$ cat src/rtl/latch_bank_ctrl.sv
// latch_bank_ctrl
//   Write controller for a bank of level-sensitive D latches. Two requesters
//   compete for the bank. Each write runs as SETUP, OPEN and HOLD phases:
//   lat_d settles one cycle before the selected enable rises and stays put
//   one cycle after it falls, so no latch ever sees a d/en race.
//
// Parameters
//   WIDTH        data bits per latch entry
//   DEPTH        number of latch entries (one enable each)
//   ADDR_W       address width, 2**ADDR_W >= DEPTH
//   OPEN_CYCLES  cycles the enable stays high, 1..15
//
// Ports
//   clk, rst               clock, asynchronous active-high reset
//   req0/addr0/data0/ack0  requester 0 handshake (req held until ack)
//   req1/addr1/data1/ack1  requester 1 handshake
//   err                    pulses with ack when the granted address >= DEPTH
//   lat_d                  shared data bus to every latch d input
//   lat_en                 one-hot-or-zero enables to the latch en inputs
//   busy                   high whenever the FSM is outside IDLE
//
// Build option
//   LATCH_BANK_CTRL_RR_EN  defined: round-robin tie break (requester 0 wins
//                          the first tie after reset). Undefined: requester 0
//                          always wins ties.
module latch_bank_ctrl #(
  parameter int WIDTH       = 8,
  parameter int DEPTH       = 4,
  parameter int ADDR_W      = 2,
  parameter int OPEN_CYCLES = 1
) (
  input  logic              clk,
  input  logic              rst,
  input  logic              req0,
  input  logic [ADDR_W-1:0] addr0,
  input  logic [WIDTH-1:0]  data0,
  output logic              ack0,
  input  logic              req1,
  input  logic [ADDR_W-1:0] addr1,
  input  logic [WIDTH-1:0]  data1,
  output logic              ack1,
  output logic              err,
  output logic [WIDTH-1:0]  lat_d,
  output logic [DEPTH-1:0]  lat_en,
  output logic              busy
);

  typedef enum logic [1:0] {
    IDLE  = 2'd0,
    SETUP = 2'd1,
    OPEN  = 2'd2,
    HOLD  = 2'd3
  } state_t;

  localparam logic [3:0] OPEN_LOAD = 4'(OPEN_CYCLES - 1);

  // Decoded enable for an entry; out-of-range addresses decode to all zero,
  // which is what keeps invalid writes from touching any latch.
  function automatic logic [DEPTH-1:0] enable_decode(input logic [ADDR_W-1:0] a);
    logic [DEPTH-1:0] en;
    en = '0;
    for (int i = 0; i < DEPTH; i++) begin
      en[i] = (int'(a) == i);
    end
    return en;
  endfunction

  function automatic logic addr_in_range(input logic [ADDR_W-1:0] a);
    return (int'(a) < DEPTH);
  endfunction

  state_t            state_q, state_d;
  logic [3:0]        cnt_q, cnt_d;
  logic [ADDR_W-1:0] addr_q, addr_d;
  logic              gnt_q, gnt_d;
  logic              pick;
  logic [WIDTH-1:0]  lat_d_d;
  logic [DEPTH-1:0]  lat_en_d;
  logic              ack0_d, ack1_d, err_d, busy_d;

`ifdef LATCH_BANK_CTRL_RR_EN
  // Pointer holds the last granted requester; reset value 1 so that
  // requester 0 wins the first tie.
  logic ptr_q, ptr_d;

  always_comb begin
    pick = (req0 && req1) ? ~ptr_q : req1;
  end

  always_ff @(posedge clk or posedge rst) begin
    if (rst) begin
      ptr_q <= 1'b1;
    end else begin
      ptr_q <= ptr_d;
    end
  end
`else
  always_comb begin
    pick = ~req0;
  end
`endif

  always_comb begin
    state_d  = state_q;
    cnt_d    = cnt_q;
    addr_d   = addr_q;
    gnt_d    = gnt_q;
    lat_d_d  = lat_d;
    lat_en_d = '0;
    ack0_d   = 1'b0;
    ack1_d   = 1'b0;
    err_d    = 1'b0;
`ifdef LATCH_BANK_CTRL_RR_EN
    ptr_d    = ptr_q;
`endif
    case (state_q)
      IDLE: begin
        if (req0 || req1) begin
          gnt_d   = pick;
          addr_d  = pick ? addr1 : addr0;
          lat_d_d = pick ? data1 : data0;
          state_d = SETUP;
`ifdef LATCH_BANK_CTRL_RR_EN
          ptr_d   = pick;
`endif
        end
      end
      SETUP: begin
        state_d  = OPEN;
        cnt_d    = OPEN_LOAD;
        lat_en_d = enable_decode(addr_q);
      end
      OPEN: begin
        if (cnt_q == 4'd0) begin
          state_d = HOLD;
          ack0_d  = ~gnt_q;
          ack1_d  = gnt_q;
          err_d   = ~addr_in_range(addr_q);
        end else begin
          cnt_d    = cnt_q - 4'd1;
          lat_en_d = enable_decode(addr_q);
        end
      end
      HOLD: begin
        state_d = IDLE;
      end
      default: begin
        state_d = IDLE;
      end
    endcase
    busy_d = (state_d != IDLE);
  end

  // Registered (Moore) outputs: every output is the value for the state
  // being entered on this edge.
  always_ff @(posedge clk or posedge rst) begin
    if (rst) begin
      state_q <= IDLE;
      cnt_q   <= 4'd0;
      addr_q  <= '0;
      gnt_q   <= 1'b0;
      lat_d   <= '0;
      lat_en  <= '0;
      ack0    <= 1'b0;
      ack1    <= 1'b0;
      err     <= 1'b0;
      busy    <= 1'b0;
    end else begin
      state_q <= state_d;
      cnt_q   <= cnt_d;
      addr_q  <= addr_d;
      gnt_q   <= gnt_d;
      lat_d   <= lat_d_d;
      lat_en  <= lat_en_d;
      ack0    <= ack0_d;
      ack1    <= ack1_d;
      err     <= err_d;
      busy    <= busy_d;
    end
  end

endmodule

$ cat config.mk
export PLATFORM = sky130hd
export DESIGN_NAME = latch_bank_ctrl
export DESIGN_NICKNAME = d
export VERILOG_FILES = /design/src/rtl/latch_bank_ctrl.sv
export SDC_FILE = /design/constraint.sdc
export NUM_CORES = 1
export LEC_CHECK = 0
export ABC_AREA = 1
export BUFFER_PORTS_ARGS = -buffer_cell sky130_fd_sc_hd__buf_2
export CORE_MARGIN = 5
export CORE_UTILIZATION = 25
export DETAILED_ROUTE_END_ITERATION = 8
export MAX_ROUTING_LAYER = met4
export SYNTH_ARGS = -nofsm -noshare
export SYNTH_HDL_FRONTEND = slang
export SYNTH_SLANG_ARGS = --single-unit
$ cat constraint.sdc
create_clock -name clk -period 2.9 [get_ports clk]
set_clock_uncertainty 0.15 [all_clocks]
set_input_delay 0.87 -clock clk [delete_from_list [all_inputs] [get_ports clk]]
set_output_delay 0.87 -clock clk [all_outputs]
set_load 0.02 [all_outputs]
==> flow_summary.json, run 1 <==
{
  "outcome": "finished clean",
  "ios": 40,
  "wl_met3_um": 139,
  "end_kind": "output port",
  "max_freq_mhz": 539,
  "synth_enable_flop_cells": 0,
  "synth_area_leaders": "dfrtp_1, nand2_1, o211ai_2, inv_1, ha_1",
  "h-tree-depth": 1,
  "std_cell_rows": 25,
  "drt-met1-wl_um": 1090,
  "setup_violations": 0,
  "synthCells": 139,
  "grt_overflow": 0,
  "p_leak_nw": 0.858,
  "slew_viol_final": 0,
  "topRoutingLayerUsed": "met4",
  "post_drt_via_cell_ratio": 4.13,
  "io_buffers": 38,
  "vias": 958,
  "wl_met2_um": 1260,
  "synth_nets": 168,
  "fill_cells": 496,
  "power_density_nw_per_um2": 1010,
  "die_x_um": 79.4,
  "area_growth_syn_to_layout_pct": 25.6,
  "clk_pin_slew_worst_paths_ns": 0.09,
  "diodes": 0,
  "antenna_found_initial": 0,
  "ys_seq_area_frac": 0.499,
  "yosys_warnings": 0,
  "synth_seq_cells": 24,
  "dieArea_um2": 6300,
  "insertion_delay_ns": 0.26,
  "fin_crit_ns": 1.85,
  "initial_core_util": 0.257,
  "ctsResizeCount": 0,
  "core_um2": 4690,
  "cts.sinks": 24,
  "async_flop_share": 1.00,
  "grt_pass1_vias": 972,
  "post-cts-setup-buffer-count": 0,
  "cp_top_family": "flip-flops",
  "cts_buffers": 3,
  "worstHoldPathType": "flop to flop",
  "antenna_left": 0,
  "drtIter0Drc": 27,
  "syn_area_per_cell_um2": 8.66,
  "tns_ns": 0,
  "finalWorstSetupSlack_ns": 1.05,
  "ir_worst_vdd_uv": 436,
  "firstDrtPassIters": 2,
  "grt_pass1_wl_um": 4320,
  "post_drt_wl_per_cell_um": 10.8,
  "finalCritPeriodShare": 0.639,
  "wl_um": 2510,
  "synth_top_area_cell": "dfrtp_1",
  "grt_max_degree": 25,
  "final_nets": 208,
  "yosys-top-cells-count": "nand2_1, dfrtp_1, inv_1",
  "layout-drive-gt1-share": 0.320,
  "hold_violations": 0,
  "crit_path_top_delay_cell": "dfrtp_1",
  "die_h_um": 79.4,
  "grt_util_all_layers": 0.0889,
  "dpl.hpwl_um": 1960,
  "crit_type": "flop to output port",
  "cp_data_required_time_ns": 1.88,
  "pre_cts_ws_ns": 0.858,
  "crit_path_max_fanout": 2,
  "synth_top_area_share": 0.499,
  "arrival_ns": 0.83,
  "cts-root-buf": "clkbuf_8",
  "synth_top_flop_cell": "dfrtp_1",
  "rsz0062_at_grt": "false",
  "critPathBufInv": 1,
  "startpoint_type": "flop",
  "routabilityCongestion": 0.733,
  "syn-cell-area_um2": 1200,
  "max-cap-violations": 0,
  "synth_most_common_cell": "nand2_1",
  "drc_errors": 0,
  "cpPeakStageDelay_ns": 0.40,
  "hold_buffers": 0,
  "clockBufferDepth": 2,
  "crit_chain": "buf_2",
  "tritoncts": "done",
  "synth.distinct_cells": 20
}
## area by class of cell
cell class                 instances  area (um2)  area share
clock buffer                       3        41.3      0.0273
tap                               54        67.6      0.0447
inverter                          24        90.1      0.0596
timing repair buffer              40         205       0.136
clock inverter                     1        30.0      0.0199
sequential                        24         601       0.397
multi-input combinational         86         477       0.315
## cell usage in the layout, fill, tap and decap left out, drive strengths merged
| cell | Yosys | routed |
|---|---|---|
| o21ai | 9 | 9 |
| nand3 | 6 | 6 |
| o211ai | 8 | 8 |
| conb | 1 | 1 |
| bufinv | 0 | 1 |
| dfrtp | 24 | 24 |
| nor2 | 11 | 11 |
| clkbuf | 0 | 3 |
| buf | 5 | 40 |
| nand3b | 1 | 1 |
| inv | 24 | 24 |
| o21bai | 1 | 1 |
| nand2 | 42 | 42 |
| ha | 5 | 5 |
| nor3 | 1 | 1 |
| or2 | 1 | 1 |
## cells by family after synthesis
| group | Yosys count | synth area share |
|---|---|---|
| AND/OR/NAND/NOR | 62 | 0.208 |
| buffers and inverters | 29 | 0.105 |
| flip-flops | 24 | 0.499 |
| AO/OA/AOI/OAI | 18 | 0.133 |
| adder cells (fa/ha/maj) | 5 | 0.0520 |
| other | 1 | 0.00312 |
## power by group
part | leakage [nW] | switching, mW | internal (mW)
clock | 0.0357 | 0.106 | 0.184
combinational | 0.518 | 0.450 | 0.243
sequential | 0.304 | 0.0727 | 0.477
total | 0.858 | 0.629 | 0.904
## flip-flops by register name, summed over array words and instances (netlist names)
register	count
cnt_q	4
lat_en	4
lat_d	8
addr_q	2
ack1	1
state_q	2
gnt_q	1
busy	1
ack0	1
## stage by stage
step	cells	power, mW	hold slack, ns	util	cell area, um2
2_1_floorplan	139	1.08	0.274	-	1200
3_3_place_gp	228	1.25	0.299	0.307	1440
3_5_place_dp	228	1.27	0.304	0.307	1440
4_1_cts	232	1.57	0.318	0.322	1510
5_1_grt	232	1.68	0.334	0.322	1510
6_report	232	1.53	0.307	0.322	1510
## final timing paths
path | cells after the start | slack (ns) | to | startpoint
worst max-delay path | 1 | 1.05 | lat_d[7] | lat_d[7]$_DFFE_PP0P_
worst min register to register | 1 | 0.31 | lat_en[1]$_DFF_PP0_ | addr_q[1]$_DFFE_PP0P_
max in group asynchronous | 3 | 1.88 | lat_d[1]$_DFFE_PP0P_ | rst
min in group asynchronous | 3 | 0.49 | state_q[1]$_DFF_PP0_ | rst
worst min-delay path | 1 | 0.31 | lat_en[1]$_DFF_PP0_ | addr_q[1]$_DFFE_PP0P_
worst max register to register | 6 | 1.35 | lat_d[5]$_DFFE_PP0P_ | state_q[0]$_DFF_PP0_
## layer usage
metal  vias up  global-route usage
met5         -                   -
met4         0              0.0206
met3         2              0.0271
met2        24               0.153
met1       427               0.102
li1        505                   -
No activity file was read; power rests on OpenSTA's default activity.
==> inputs of run 2 (changes only) <==
==> constraint.sdc (replaced) <==
create_clock -name clk -period 1.6 [get_ports clk]
set_clock_uncertainty 0.15 [all_clocks]
set_input_delay 0.48 -clock clk [delete_from_list [all_inputs] [get_ports clk]]
set_output_delay 0.48 -clock clk [all_outputs]
set_load 0.02 [all_outputs]
==> run 2 against run 1 <==
Worst hold slack lost 0.21 ns. First-iteration DRC count shrank 48%. Total power grew 73%. Critical endpoint is now lat_en[0]$_DFF_PP0_. Critical path type is now flop to flop.
==> flow_summary.json, run 2 (synthesis gave the netlist of run 1 again) <==
{
  "outcome": "finished clean",
  "tns_ns": 0,
  "largest_register_ffs": 8,
  "diodes": 0,
  "r2r_start": "state_q[0]$_DFF_PP0_",
  "crit_chain": "inv_1 -> ha_1 -> nand2_1 -> nand2_1 -> nand3_1 -> nor2_1",
  "cp_top_family": "simple AND/OR/NAND/NOR gates",
  "grt_overflow": 0,
  "clk_pin_slew_worst_paths_ns": 0.08,
  "ios": 40,
  "cts.sinks": 24,
  "dpl_cell_area_um2": 1450,
  "grt_util_all_layers": 0.0887,
  "cts-root-buf": "clkbuf_8",
  "final_area_um2": 1500,
  "timing.rr.end": "lat_en[0]$_DFF_PP0_",
  "area_growth_syn_to_layout_pct": 24.7,
  "routabilityCongestion": 0.758,
  "largestRegisters": "lat_d x8, cnt_q x4, lat_en x4",
  "hold_buffers": 0,
  "crit_type": "flop to flop",
  "final_common_cell": "nand2_1",
  "worst_path_most_repeated_cell": "nand2_1",
  "io_buffers": 38,
  "final_nets": 209,
  "tritoncts": "done",
  "post_drt_wl_per_cell_um": 10.6,
  "layout-drive-gt1-share": 0.343,
  "reg2reg_slack_ns": 0.13,
  "cts_buffers": 3,
  "regMostFlops": "lat_d",
  "vias": 945,
  "core_um2": 4690,
  "grt_pass1_vias": 949,
  "holdWs_ns": 0.0943,
  "crit_path_top_delay_cell": "dfrtp_1",
  "total_power_mw": 2.65,
  "dpl.hpwl_um": 1890,
  "dieArea_um2": 6300,
  "critPathBufInv": 1,
  "rsz0062_at_grt": "false",
  "finalCritPeriodShare": 0.921,
  "p_leak_nw": 0.848,
  "firstDrtPassIters": 4,
  "max_freq_mhz": 679,
  "grt_pass1_wl_um": 4370,
  "die_h_um": 79.4,
  "antenna_left": 0,
  "cp_data_required_time_ns": 1.64,
  "fin_crit_ns": 1.47,
  "clockBufferDepth": 2,
  "drc_errors": 0,
  "post_drt_via_cell_ratio": 4.07,
  "power_density_nw_per_um2": 1760,
  "die_x_um": 79.4,
  "ir_worst_vdd_uv": 685,
  "setup_violations": 0,
  "hold_violations": 0,
  "insertion_delay_ns": 0.26,
  "initial_core_util": 0.257,
  "arrival_ns": 1.51,
  "drtIter0Drc": 14,
  "cpPeakStageDelay_ns": 0.40,
  "wl_um": 2470,
  "end_kind": "flop",
  "h-tree-depth": 1,
  "rr_worst_depth": 6,
  "antenna_found_initial": 0,
  "std_cell_rows": 25,
  "fill_cells": 523,
  "slew_viol_final": 0,
  "startpoint_type": "flop",
  "mostFrequentLayoutCells": "nand2_1, buf_2, dfrtp_1",
  "max-cap-violations": 0,
  "worstHoldPathType": "input port to async pin",
  "grt_max_degree": 25,
  "crit_path_max_fanout": 5
}
==> run 2: cell types whose count changed in the layout (fill, tap and decap cells not counted), sizes merged <==
| cell | delta |
|---|---|
| buf | +1 |
| bufinv | -1 |
==> run 2: routing by layer <==
metal	wire length (um)	global-route usage
met4	12	0.0258
met5	0	-
met2	1140	0.137
met3	127	0.0192
met1	1190	0.117
==> run 2: how the worst max path moves through the flow <==
stage	start	end	depth (start not counted)
6_report	state_q[0]$_DFF_PP0_	lat_en[0]$_DFF_PP0_	6
5_1_grt	cnt_q[0]$_DFFE_PP0P_	cnt_q[0]$_DFFE_PP0P_	8
4_1_cts	cnt_q[0]$_DFFE_PP0P_	cnt_q[0]$_DFFE_PP0P_	8
3_5_place_dp	cnt_q[0]$_DFFE_PP0P_	cnt_q[0]$_DFFE_PP0P_	8
3_3_place_gp	cnt_q[0]$_DFFE_PP0P_	cnt_q[3]$_DFFE_PP0P_	7
2_1_floorplan	req1	lat_d[0]$_DFFE_PP0P_	6
==> run 2: layout make-up <==
class | instances | area [um2] | area share
Timing Repair Buffer | 41 | 213 | 0.142
Tap cell | 54 | 67.6 | 0.0450
Inverter | 24 | 90.1 | 0.0600
Sequential cell | 24 | 601 | 0.400
Multi-Input combinational cell | 86 | 489 | 0.326
Clock buffer | 3 | 41.3 | 0.0275
==> run 2: per-stage QoR <==
stage | utilization | setup slack, ns | std cells
floorplan | - | 0.262 | 139
global placement | 0.309 | 0.109 | 229
detailed placement | 0.309 | 0.0942 | 229
CTS | 0.317 | 0.0672 | 232
global route | 0.320 | 0.00839 | 232
finish | 0.320 | 0.127 | 232
==> run 2: worst register-to-register path, delay by kind of cell (launching register included) <==
family,cells,cell delay (ns)
AND/OR/NAND/NOR,4,0.45
flip-flops,1,0.40
adder cells (fa/ha/maj),1,0.27
buffers and inverters,1,0.13
==> run 2: report_power, final <==
part	total, mW	switching (mW)	internal, mW
logic	1.30	0.830	0.467
clock network	0.347	0.179	0.168
registers	1.00	0.140	0.865
total	2.65	1.15	1.50
==> run 2: repair_timing <==
item,CTS,global route
buffers inserted,0,0
gates resized for setup,0,4
setup endpoints to repair,0,6
